File: config.mk
export PLATFORM = sky130hd
export DESIGN_NAME = namco_cusio_gen
export DESIGN_NICKNAME = d
export VERILOG_FILES = /design/src/rtl/cusio_pkg.sv /design/src/rtl/cusio_bin2bcd.sv /design/src/rtl/namco_cusio_gen.sv
export SDC_FILE = /design/constraint.sdc
export NUM_CORES = 1
export LEC_CHECK = 0
export BUFFER_PORTS_ARGS = -buffer_cell sky130_fd_sc_hd__buf_2
export CAP_MARGIN = 0
export CORE_MARGIN = 1
export CORE_UTILIZATION = 25
export DETAILED_ROUTE_END_ITERATION = 8
export REMOVE_ABC_BUFFERS = 1
export SYNTH_ARGS = -nofsm -noshare
export SYNTH_HDL_FRONTEND = slang
export SYNTH_SLANG_ARGS = --single-unit
export TNS_END_PERCENT = 20
File: constraint.sdc
create_clock -name CL -period 6.89 [get_ports CL]
set_input_delay 0.3445 -clock CL [delete_from_list [all_inputs] [get_ports CL]]
set_output_delay 0.3445 -clock CL [all_outputs]
set_load 0.005 [all_outputs]
File: src/rtl/cusio_pkg.sv
// Shared definitions for the Namco-style custom I/O controller:
// bus command codes, stick direction codes and the stick encoder.
package cusio_pkg;

  localparam logic [7:0] CMD_STOP   = 8'h10;
  localparam logic [7:0] CMD_SWITCH = 8'hA1;
  localparam logic [7:0] CMD_CFG    = 8'hC1;
  localparam logic [7:0] CMD_CREDIT = 8'hE1;
  localparam logic [7:0] CMD_READ   = 8'h71;
  localparam logic [7:0] CMD_TEST   = 8'hB1;
  localparam logic [7:0] CMD_DSW    = 8'hD2;

  typedef enum logic [3:0] {
    DIR_UP    = 4'd0,
    DIR_RIGHT = 4'd2,
    DIR_DOWN  = 4'd4,
    DIR_LEFT  = 4'd6,
    DIR_NONE  = 4'd8
  } dir_e;

  // stk = {left,down,right,up}; lowest set bit wins, so up has priority
  function automatic logic [3:0] stk_encode(input logic [3:0] stk);
    if (stk[0])      return DIR_UP;
    else if (stk[1]) return DIR_RIGHT;
    else if (stk[2]) return DIR_DOWN;
    else if (stk[3]) return DIR_LEFT;
    else             return DIR_NONE;
  endfunction

endpackage

File: src/rtl/cusio_bin2bcd.sv
// 7-bit binary to two-digit BCD {tens,ones}, combinational add-3/shift.
// Inputs above 99 are not meaningful (no hundreds digit).
module cusio_bin2bcd (
  input  logic [6:0] bin,
  output logic [7:0] bcd
);

  logic [14:0] sh;

  // double-dabble: correct each BCD digit before every shift
  always_comb begin
    sh = {8'd0, bin};
    for (int i = 0; i < 7; i++) begin
      if (sh[10:7] >= 4'd5)  sh[10:7]  = sh[10:7]  + 4'd3;
      if (sh[14:11] >= 4'd5) sh[14:11] = sh[14:11] + 4'd3;
      sh = sh << 1;
    end
    bcd = sh[14:7];
  end

endmodule

File: src/rtl/namco_cusio_gen.sv
// Namco-style custom I/O controller: bus command/data decode, per-frame
// input sampling on the VBLK rising edge, coin/credit accounting with
// delayed start deduction, BCD credit readout and a periodic NMI.
// Optional build macro CUSIO_COIN_METER_EN adds the COIN_METER output
// (8-frame pulse per credited coin, retriggerable).
module namco_cusio_gen
  import cusio_pkg::*;
#(
  parameter int NUM_PLAYERS = 2,
  parameter int NUM_COINS   = 2,
  parameter int MAX_CREDITS = 99,
  parameter int NMI_PERIOD  = 2400,
  parameter int NMI_WIDTH   = 200,
  parameter int START_DELAY = 4
) (
  input  logic                     CL,
  input  logic                     RESET,
  input  logic                     VBLK,
  input  logic                     SERVICE,
  input  logic [NUM_COINS-1:0]     INP_COIN,
  input  logic [NUM_PLAYERS-1:0]   INP_START,
  input  logic [NUM_PLAYERS-1:0]   INP_BTN,
  input  logic [4*NUM_PLAYERS-1:0] INP_STK,
  input  logic [15:0]              DSW,
  input  logic                     CS,
  input  logic                     WR,
  input  logic [4:0]               AD,
  input  logic [7:0]               DI,
  output logic [7:0]               DO,
  output logic                     NMI
`ifdef CUSIO_COIN_METER_EN
  ,
  output logic [NUM_COINS-1:0]     COIN_METER
`endif
);

  localparam int             CW       = $clog2(NMI_PERIOD);
  localparam logic [CW-1:0]  NMI_LAST = CW'(NMI_PERIOD - 1);
  localparam logic [CW-1:0]  NMI_ON   = CW'(NMI_PERIOD - NMI_WIDTH);
  localparam logic [7:0]     MAXC     = 8'(MAX_CREDITS);

  logic [7:0]  command;
  logic        mode;
  logic        nmi_en;
  logic [CW-1:0] nmi_cnt;

  logic [3:0]  cpc_stg [NUM_COINS];
  logic [3:0]  cpo_stg [NUM_COINS];
  logic [3:0]  cpc     [NUM_COINS];
  logic [3:0]  cpo     [NUM_COINS];
  logic        cfg_valid;

  logic [6:0]  credits;
  logic [6:0]  credits_nx;
  logic [3:0]  coins    [NUM_COINS];
  logic [3:0]  coins_nx [NUM_COINS];
  logic [7:0]  acc;
  logic        free_play;

  logic        vblk_q;
  logic        frame;
  logic [NUM_COINS-1:0]     prev_coin,  coin_rise,  coin_rise_q;
  logic [NUM_PLAYERS-1:0]   prev_start, start_rise, start_dly_q;
  logic [NUM_PLAYERS-1:0]   prev_btn,   btn_rise,   btn_rise_q, btn_held_q;
  logic [4*NUM_PLAYERS-1:0] stk_q;
  logic                     service_q;
  logic [START_DELAY-1:0]   start_sr [NUM_PLAYERS];

  logic [7:0]  credits_bcd;
  logic [3:0]  idx;
  logic [1:0]  sd2, cr2;

`ifdef CUSIO_COIN_METER_EN
  logic [NUM_COINS-1:0] credited;
  logic [3:0]           meter_cnt [NUM_COINS];
`endif

  assign frame      = VBLK & ~vblk_q;
  assign coin_rise  = INP_COIN  & ~prev_coin;
  assign start_rise = INP_START & ~prev_start;
  assign btn_rise   = INP_BTN   & ~prev_btn;
  assign idx        = AD[3:0];
  assign NMI        = nmi_en & (nmi_cnt >= NMI_ON);

  cusio_bin2bcd u_bcd (
    .bin (credits),
    .bcd (credits_bcd)
  );

  // command register, mode flag and NMI enable
  always_ff @(posedge CL or posedge RESET) begin
    if (RESET) begin
      command <= 8'h00;
      mode    <= 1'b0;
      nmi_en  <= 1'b0;
    end else if (CS && WR && AD[4]) begin
      command <= DI;
      nmi_en  <= (DI != CMD_STOP);
      if (DI == CMD_SWITCH)
        mode <= 1'b1;
      else if (DI == CMD_CFG || DI == CMD_CREDIT)
        mode <= 1'b0;
    end
  end

  // coin table: staged by data writes in config mode, committed by addr 8
  always_ff @(posedge CL or posedge RESET) begin
    if (RESET) begin
      for (int i = 0; i < NUM_COINS; i++) begin
        cpc_stg[i] <= 4'd0;
        cpo_stg[i] <= 4'd0;
        cpc[i]     <= 4'd0;
        cpo[i]     <= 4'd0;
      end
      cfg_valid <= 1'b0;
    end else if (CS && WR && !AD[4] && command == CMD_CFG) begin
      for (int i = 0; i < NUM_COINS; i++) begin
        if (idx == 4'(2 + 2*i)) cpc_stg[i] <= DI[3:0];
        if (idx == 4'(3 + 2*i)) cpo_stg[i] <= DI[3:0];
      end
      if (idx == 4'd8) begin
        cpc       <= cpc_stg;
        cpo       <= cpo_stg;
        cfg_valid <= 1'b1;
      end
    end
  end

  // free-running NMI phase counter, independent of command writes
  always_ff @(posedge CL or posedge RESET) begin
    if (RESET)
      nmi_cnt <= '0;
    else if (nmi_cnt == NMI_LAST)
      nmi_cnt <= '0;
    else
      nmi_cnt <= nmi_cnt + CW'(1);
  end

  // coin additions in slot order, then start deductions in player order
  always_comb begin
    acc       = {1'b0, credits};
    free_play = cfg_valid && (cpc[0] == 4'd0);
`ifdef CUSIO_COIN_METER_EN
    credited  = '0;
`endif
    for (int i = 0; i < NUM_COINS; i++) begin
      coins_nx[i] = coins[i];
      if (cfg_valid && !free_play && coin_rise[i] && acc < MAXC) begin
        coins_nx[i] = coins[i] + 4'd1;
        if (coins_nx[i] >= cpc[i]) begin
          acc         = acc + {4'd0, cpo[i]};
          coins_nx[i] = 4'd0;
          if (acc > MAXC) acc = MAXC;
`ifdef CUSIO_COIN_METER_EN
          credited[i] = 1'b1;
`endif
        end
      end
    end
    if (free_play) begin
      acc = 8'd2;
    end else begin
      for (int p = 0; p < NUM_PLAYERS; p++) begin
        if (start_sr[p][START_DELAY-1] && acc >= 8'(p + 1))
          acc = acc - 8'(p + 1);
      end
    end
    credits_nx = acc[6:0];
  end

  // VBLK edge detector
  always_ff @(posedge CL or posedge RESET) begin
    if (RESET) vblk_q <= 1'b0;
    else       vblk_q <= VBLK;
  end

  // once-per-frame input sampling, status latches and credit update
  always_ff @(posedge CL or posedge RESET) begin
    if (RESET) begin
      prev_coin   <= '0;
      prev_start  <= '0;
      prev_btn    <= '0;
      coin_rise_q <= '0;
      start_dly_q <= '0;
      btn_rise_q  <= '0;
      btn_held_q  <= '0;
      stk_q       <= '0;
      service_q   <= 1'b0;
      credits     <= 7'd0;
      for (int i = 0; i < NUM_COINS; i++) coins[i] <= 4'd0;
      for (int p = 0; p < NUM_PLAYERS; p++) start_sr[p] <= '0;
    end else if (frame) begin
      prev_coin   <= INP_COIN;
      prev_start  <= INP_START;
      prev_btn    <= INP_BTN;
      coin_rise_q <= coin_rise;
      btn_rise_q  <= btn_rise;
      btn_held_q  <= INP_BTN;
      stk_q       <= INP_STK;
      service_q   <= SERVICE;
      credits     <= credits_nx;
      coins       <= coins_nx;
      for (int p = 0; p < NUM_PLAYERS; p++) begin
        start_dly_q[p] <= start_sr[p][START_DELAY-1];
        start_sr[p]    <= (start_sr[p] << 1) | START_DELAY'(start_rise[p]);
      end
    end
  end

  // switch-mode address 0 carries at most two start and two coin bits
  always_comb begin
    sd2 = 2'b00;
    cr2 = 2'b00;
    for (int j = 0; j < NUM_PLAYERS && j < 2; j++) sd2[j] = start_dly_q[j];
    for (int j = 0; j < NUM_COINS && j < 2; j++)   cr2[j] = coin_rise_q[j];
  end

  // combinational read mux
  always_comb begin
    DO = 8'hFF;
    if (AD[4]) begin
      DO = 8'h00;
    end else begin
      case (command)
        CMD_READ: begin
          if (mode) begin
            if (idx == 4'd0) DO = ~{service_q, 1'b0, sd2, 2'b00, cr2};
            for (int p = 0; p < NUM_PLAYERS; p++)
              if (idx == 4'(p + 1))
                DO = ~{2'b00, btn_held_q[p], btn_rise_q[p], stk_q[4*p +: 4]};
          end else begin
            if (idx == 4'd0) DO = credits_bcd;
            for (int p = 0; p < NUM_PLAYERS; p++)
              if (idx == 4'(p + 1))
                DO = {2'b11, ~btn_held_q[p], ~btn_rise_q[p], stk_encode(stk_q[4*p +: 4])};
          end
        end
        CMD_TEST: if (idx <= 4'(NUM_PLAYERS)) DO = 8'h00;
        CMD_DSW: begin
          if (idx == 4'd0) DO = DSW[7:0];
          if (idx == 4'd1) DO = DSW[15:8];
        end
        default: DO = 8'hFF;
      endcase
    end
  end

`ifdef CUSIO_COIN_METER_EN
  // per-slot frame counter, reloaded to 8 on every credited coin
  always_ff @(posedge CL or posedge RESET) begin
    if (RESET) begin
      for (int i = 0; i < NUM_COINS; i++) meter_cnt[i] <= 4'd0;
    end else if (frame) begin
      for (int i = 0; i < NUM_COINS; i++) begin
        if (credited[i])              meter_cnt[i] <= 4'd8;
        else if (meter_cnt[i] != 4'd0) meter_cnt[i] <= meter_cnt[i] - 4'd1;
      end
    end
  end

  // meter output is high while the counter is running
  always_comb begin
    for (int i = 0; i < NUM_COINS; i++) COIN_METER[i] = (meter_cnt[i] != 4'd0);
  end
`endif

endmodule

# Yosys cells after proc, flatten, opt, wreduce, memory -nomap -nowiden
# Index checks and enable logic that the tools add are counted.
[totals]
register_bits = 100
output_inout_bits = 9
wordCells = 171
[classes]
add_sub_neg = 18
magnitude_cmp = 21
eq_ne = 15
n_mux = 46
bitwise = 18
reduce_logical = 26
[ops]
columns = ["op", "n"]
rows = [
  ["8-bit two-way mux", 19],
  ["4-bit two-way mux", 15],
  ["8-bit == test (second input constant)", 6],
  ["4-bit by 3-bit >= comparator with 1-bit output (second input constant)", 9],
  ["8-bit case mux with 3 select lines", 1],
  ["4-bit by 2-bit adder with 4-bit output (second input constant)", 5],
  ["3-bit two-way mux", 6],
  ["8-bit by 7-bit > comparator with 1-bit output (second input constant)", 2],
  ["6-bit NOT with 8-bit output", 2],
  ["2-bit AND reduction", 8],
  ["7-bit two-way mux", 2],
  ["12-bit by 1-bit adder with 12-bit output (second input constant)", 1],
  ["3-bit by 2-bit adder with 3-bit output (second input constant)", 4],
  ["12-bit == test (second input constant)", 1],
  ["12-bit >= comparator (second input constant)", 1],
  ["1-bit logical AND", 12],
  ["12-bit two-way mux", 1],
  ["4-bit by 1-bit adder with 4-bit output (second input constant)", 2],
  ["7-bit by 4-bit adder with 8-bit output", 1],
  ["8-bit by 4-bit adder with 8-bit output", 1],
  ["4-bit by 2-bit == test with 1-bit output (second input constant)", 2],
  ["4-bit by 3-bit == test with 1-bit output (second input constant)", 2],
  ["8-bit by 7-bit == test with 1-bit output (second input constant)", 1],
  ["4-bit >= comparator", 2],
  ["25 further kinds", 38],
]

# Logic depth before layout (Yosys ltp)
[logic_depth]
word_depth = 20
mapped_depth = 30
depth_no_buf = 30

# By module
# From an unflattened synthesis, not the netlist that was laid out.
[unflattened]
cells_unflattened = 777
hier_area_um2 = 6931.6
[by_module_without_submodules]
columns = ["module", "n_inst", "cells_per_inst", "area_per_inst_um2", "seq_area_each_um2"]
rows = [
  ["namco_cusio_gen", 1, 700, 6322.3, 2502.4],
  ["cusio_bin2bcd", 1, 77, 609.3, 0.0],
]

# Least setup slack after synthesis
# No wires, ideal clock.
[synth_path]
path_type = "register to register"
start = "register credits[0]"
end = "register credits[5]"
setup_ns = 0.142
arrival_ns = 6.653
required_ns = 6.748
setup_slack_ns = 0.095
stages_incl_launch_ff = 31
path_buffers = 0
period_less_slack_ns = 6.795
cell_sequence = "dfrtp_1 -> ha_1 -> inv_1 -> fa_1 -> xnor2_1 -> o21ai_1 -> a311o_2 -> a211oi_2 -> nor3_1 -> nor2_1 -> ha_1 -> inv_1 -> fa_1 -> nor2b_1 -> and2_1 -> nand3_1 -> or3_1 -> o32ai_1 -> o21ai_2 -> and2_1 -> a31oi_1 -> inv_1 -> ha_1 -> or4_1 -> o22a_2 -> o31ai_2 -> mux2i_2 -> ha_1 -> nand4b_1 -> a32oi_1 -> o41ai_2"
[synth_via]
elab_chain_len = 18
word_cells_on_any_way = 24
cone_classes = "add/sub (4); order compare (6); mux (10); reduce/logical (4)"
[synth_rtl]
columns = ["item", "line", "source"]
rows = [
  ["start, declared", "namco_cusio_gen.sv:53", "logic [6:0] credits;"],
  ["start signal, assigned", "namco_cusio_gen.sv:201", "credits <= credits_nx;"],
  ["7-bit by 4-bit adder with 8-bit output", "namco_cusio_gen.sv:151", "acc = acc + {4'd0, cpo[i]};"],
  ["8-bit by 7-bit > comparator with 1-bit output", "namco_cusio_gen.sv:153", "if (acc > MAXC) acc = MAXC;"],
  ["8-bit two-way mux", "namco_cusio_gen.sv:153", ""],
  ["8-bit two-way mux", "namco_cusio_gen.sv:150", "if (coins_nx[i] >= cpc[i]) begin"],
  ["8-bit two-way mux *", "namco_cusio_gen.sv:148", "if (cfg_valid && !free_play && coin_rise[i] && acc < MAXC) begin"],
  ["8-bit by 4-bit adder with 8-bit output", "namco_cusio_gen.sv:151", ""],
  ["8-bit by 7-bit > comparator with 1-bit output", "namco_cusio_gen.sv:153", ""],
  ["8-bit two-way mux", "namco_cusio_gen.sv:153", ""],
  ["(+2 left out)", "n/a", ""],
  ["8-bit by 1-bit >= comparator with 1-bit output", "namco_cusio_gen.sv:164", "if (start_sr[p][START_DELAY-1] && acc >= 8'(p + 1))"],
  ["1-bit logical AND", "namco_cusio_gen.sv:164", ""],
  ["8-bit two-way mux *", "namco_cusio_gen.sv:164", ""],
  ["8-bit two-way mux *", "namco_cusio_gen.sv:160", "if (free_play) begin"],
  ["8-bit by 2-bit >= comparator with 1-bit output", "namco_cusio_gen.sv:164", ""],
  ["1-bit logical AND", "namco_cusio_gen.sv:164", ""],
  ["7-bit two-way mux *", "namco_cusio_gen.sv:164", ""],
  ["7-bit two-way mux *", "namco_cusio_gen.sv:160", ""],
]
# Mark *: on every way between the ends. The rest lies on a longest branch, timed or not. The select of a mux whose other input is x is not followed.
# A chain may end at the register's enable or synchronous reset.

# Worst setup path in the final report
[layout_path]
start = "register cpo[4] (netlist bit)"
end = "register credits[1]"
[layout_via]
elab_chain_len = 18
word_cells_on_any_way = 22
cone_classes = "add/sub (4); order compare (5); mux (10); reduce/logical (3)"
[layout_rtl]
columns = ["item", "line", "source"]
rows = [
  ["start, declared", "namco_cusio_gen.sv:50", "logic [3:0] cpo [NUM_COINS];"],
  ["start signal, assigned", "namco_cusio_gen.sv:123", "cpo <= cpo_stg;"],
  ["7-bit by 4-bit adder with 8-bit output *", "namco_cusio_gen.sv:151", ""],
  ["8-bit by 7-bit > comparator with 1-bit output", "namco_cusio_gen.sv:153", ""],
  ["8-bit two-way mux *", "namco_cusio_gen.sv:153", ""],
  ["8-bit two-way mux *", "namco_cusio_gen.sv:150", ""],
  ["8-bit two-way mux *", "namco_cusio_gen.sv:148", ""],
  ["8-bit by 4-bit adder with 8-bit output", "namco_cusio_gen.sv:151", ""],
  ["8-bit by 7-bit > comparator with 1-bit output", "namco_cusio_gen.sv:153", ""],
  ["8-bit two-way mux", "namco_cusio_gen.sv:153", ""],
  ["(+2 left out)", "n/a", ""],
  ["8-bit by 1-bit >= comparator with 1-bit output", "namco_cusio_gen.sv:164", ""],
  ["1-bit logical AND", "namco_cusio_gen.sv:164", ""],
  ["8-bit two-way mux *", "namco_cusio_gen.sv:164", ""],
  ["8-bit two-way mux *", "namco_cusio_gen.sv:160", ""],
  ["8-bit by 2-bit >= comparator with 1-bit output", "namco_cusio_gen.sv:164", ""],
  ["1-bit logical AND", "namco_cusio_gen.sv:164", ""],
  ["7-bit two-way mux *", "namco_cusio_gen.sv:164", ""],
  ["7-bit two-way mux *", "namco_cusio_gen.sv:160", ""],
]
# Marks and branches as above.

==> flow_summary.toml <==
[global_route]
grt_pass1_wl_um = 26800
grt_max_degree = 60
grt_use_total_pct = 11.6
overflow = 0
grt_pass1_vias = 5274
antenna_found_initial = 0

[timing]
period_share_pct = 94.5
worst_slew_pin_slew_ns = 1.04
clock.fmax_ghz = 0.154
hold_viol_final = 0
skew_ns = 0.0142
drv_slew = 0
slew_headroom_pct = 29.8
totalNegativeSetupSlack_ns = 0
setup_viol = 0
min_period_ns = 6.51
rsz0062_at_grt = "false"

[worst_setup_path]
startpoint_type = "register"
critical_path.endpoint_type = "register"
arrival_ns = 6.73
critical_path_class = "reg -> reg"
cp.buffers_inverters = 3
path_delay_family = "simple AND/OR/NAND/NOR gates"
worst-r2r-setup-slack_ns = 0.38
worstPathRequired_ns = 7.11
crit_top_cell = "ha_1"
cp_slowest_stage_delay_ns = 0.53
critical-path-slowest-cell = "or4_1"
crit_fanout = 5

[clocking]
hold_buffers = 0
htreeDepth = 3
cts_sinks = 100
insertion_delay_ns = 0.35
tritoncts = "yes"
clk_path_buf_depth = 2
cts.clk_slew.worst_paths_ns = 0.07
ctsRootBufferMaster = "clkbuf_16"
numCtsBuffers = 9

[worst_hold_path]
min_path_type = "in -> async"

[layout]
syn_to_final_growth_pct = 18.1
final_cell_count_no_fill = 1165
num-fill-cells = 2841
register_area_sq_um = 2500
multiInputGateArea_sq_um = 4250
antenna_cells = 0
drive_above_1_share_pct = 28.9
final_nets = 874

[floorplan]
core_sq_um = 27100
initial_core_util_pct = 25.6
ios = 58
die_w_um = 168
fp-row-count = 60
die_h_um = 168
die_area_sq_um = 28400

[synthesis]
synth_top_area_share_pct = 36.1
yosys_warnings = 0
ys.flop_type = "dfrtp_1"
ys_ff_latch = 100
synth_area_leaders = "dfrtp_1, mux2_2, ha_1"
netlist_area_sq_um = 6930
yosysTopAreaCell = "dfrtp_1"
synth_edf_count = 0
seq_area_frac_synth_pct = 36.1
syn_avg_cell_area_sq_um = 9.66
synth_async_sr_flop_share_pct = 100
synth_cell_types = 95
synth_cells = 717

[route]
routedWlPerCell_um = 14.0
detail-route-antenna-nets = 0
drt_iter0_markers = 403
vias = 5572
viasPerCell = 4.78
wirelength_um = 16300
first_pass_iters = 6
drc_errors = 0

[run_status]
status = "finished clean"

[place]
portBuffers = 57
hpwl_um = 12500
place_congestion = 0.893
place_inst = 1145

[power]
vdd_drop_max_v = 0.000116
report.power.total_uw = 2270
power_density_nw_per_um2 = 278
cellLeakagePower_uw = 0.00355

[run]
drv_cap = 0
==> layout by cell type (no fill, tap or decap), types with 12 or more instances in the layout <==
cell	netlist	final
buf_4	2	31
xnor2_1	21	20
nand2b_1	17	16
nor2_1	34	33
nor3_1	17	16
a21oi_1	33	32
nand3_1	13	12
mux2_2	65	65
dfrtp_1	100	100
o21ai_0	54	54
ha_1	35	31
buf_2	2	57
nand2_1	73	73
mux2i_1	12	12
inv_1	33	32
==> final cells by class <==
class	count	area share, %
clock buffers	10	2.92
well taps	372	5.69
inverters	33	1.54
multi-input cells	556	52.0
repair buffers	88	6.33
flip-flops and latches	100	30.6
clock inverters	6	0.978
==> flip-flops by register name (all words and copies together) (netlist names) <==
name	count
nmi_cnt	12
cpo_stg	8
command	8
service_q	1
cpo	8
prev_coin	2
nmi_en	1
sd2	2
cpc_stg	8
coins	8
prev_start	2
mode	1
cfg_valid	1
btn_held_q	2
credits	7
cpc	8
stk_q	8
vblk_q	1
btn_rise_q	2
coin_rise_q	2
start_sr	8
==> per-layer routing <==
| layer | GRT usage (%) | up-vias | share of wire (%) |
|---|---|---|---|
| li1 | - | 2759 | - |
| met1 | 15.2 | 2702 | 46 |
| met2 | 19.7 | 91 | 48 |
| met3 | 1.45 | 20 | 3.3 |
| met4 | 4.27 | 0 | 1.9 |
| met5 | 0 | - | 0 |
==> Yosys cell counts (9+ instances only) <==
cell type,n
xor2_1,10
clkbuf_1,17
nand2_1,73
nand3_1,13
a31oi_1,10
nor4_1,9
dfrtp_1,100
o21ai_0,54
xnor2_1,21
mux2_2,65
mux2i_1,12
a21oi_1,33
nor3_1,17
nand2b_1,17
nor2_1,34
ha_1,35
inv_1,33
==> metrics by stage <==
| stage | worst slack, ns | hold slack [ns] | util (%) | cell area [sq um] |
|---|---|---|---|---|
| final | 0.376 | 0.0326 | 30.2 | 8180 |
| after global routing | 0.0214 | 0.0740 | 30.2 | 8180 |
| after CTS | 0.0343 | 0.0488 | 29.8 | 8080 |
| after detailed placement | -0.130 | 0.426 | 28.6 | 7740 |
| after global placement | 0.162 | 0.422 | 28.6 | 7740 |
| after floorplan | 0.0692 | 0.376 | - | 6780 |
==> power by group <==
part | internal, uW | switching, uW | total, uW | leakage (uW)
Clock | 300 | 235 | 535 | 0.000155
Combinational | 450 | 581 | 1030 | 0.00214
Sequential | 645 | 61.0 | 706 | 0.00126
Total | 1400 | 877 | 2270 | 0.00355
==> cell families after synthesis <==
family                     after synthesis  synth area share, %
and+or+nand+nor                        225                 17.5
AOI/OAI and AO/OA                      183                 18.7
DFF                                    100                 36.1
muxes                                   78                 12.5
buffers and inverters                   61                 3.94
adders and majority gates               37                 6.90
xor gates and xnor gates                33                 4.39
==> final timing paths <==
kind / from / end / cells after the start
max: cpo[4] / credits[1] / 27
min: RESET / vblk_q / 2
max reg2reg: cpo[4] / credits[1] / 27
min reg2reg: cpo_stg[1] / cpo[1] / 2
max in group asynchronous: RESET / coins[6] / 3
min in group CL: VBLK / vblk_q / 1
==> timing repair <==
action	4_1_cts	5_1_grt
resized for setup	2	18
pin swaps	1	7
buffers inserted	0	4
cloned	0	0
setup endpoints to repair	6	6
No activity file was read; power rests on OpenSTA's default activity.
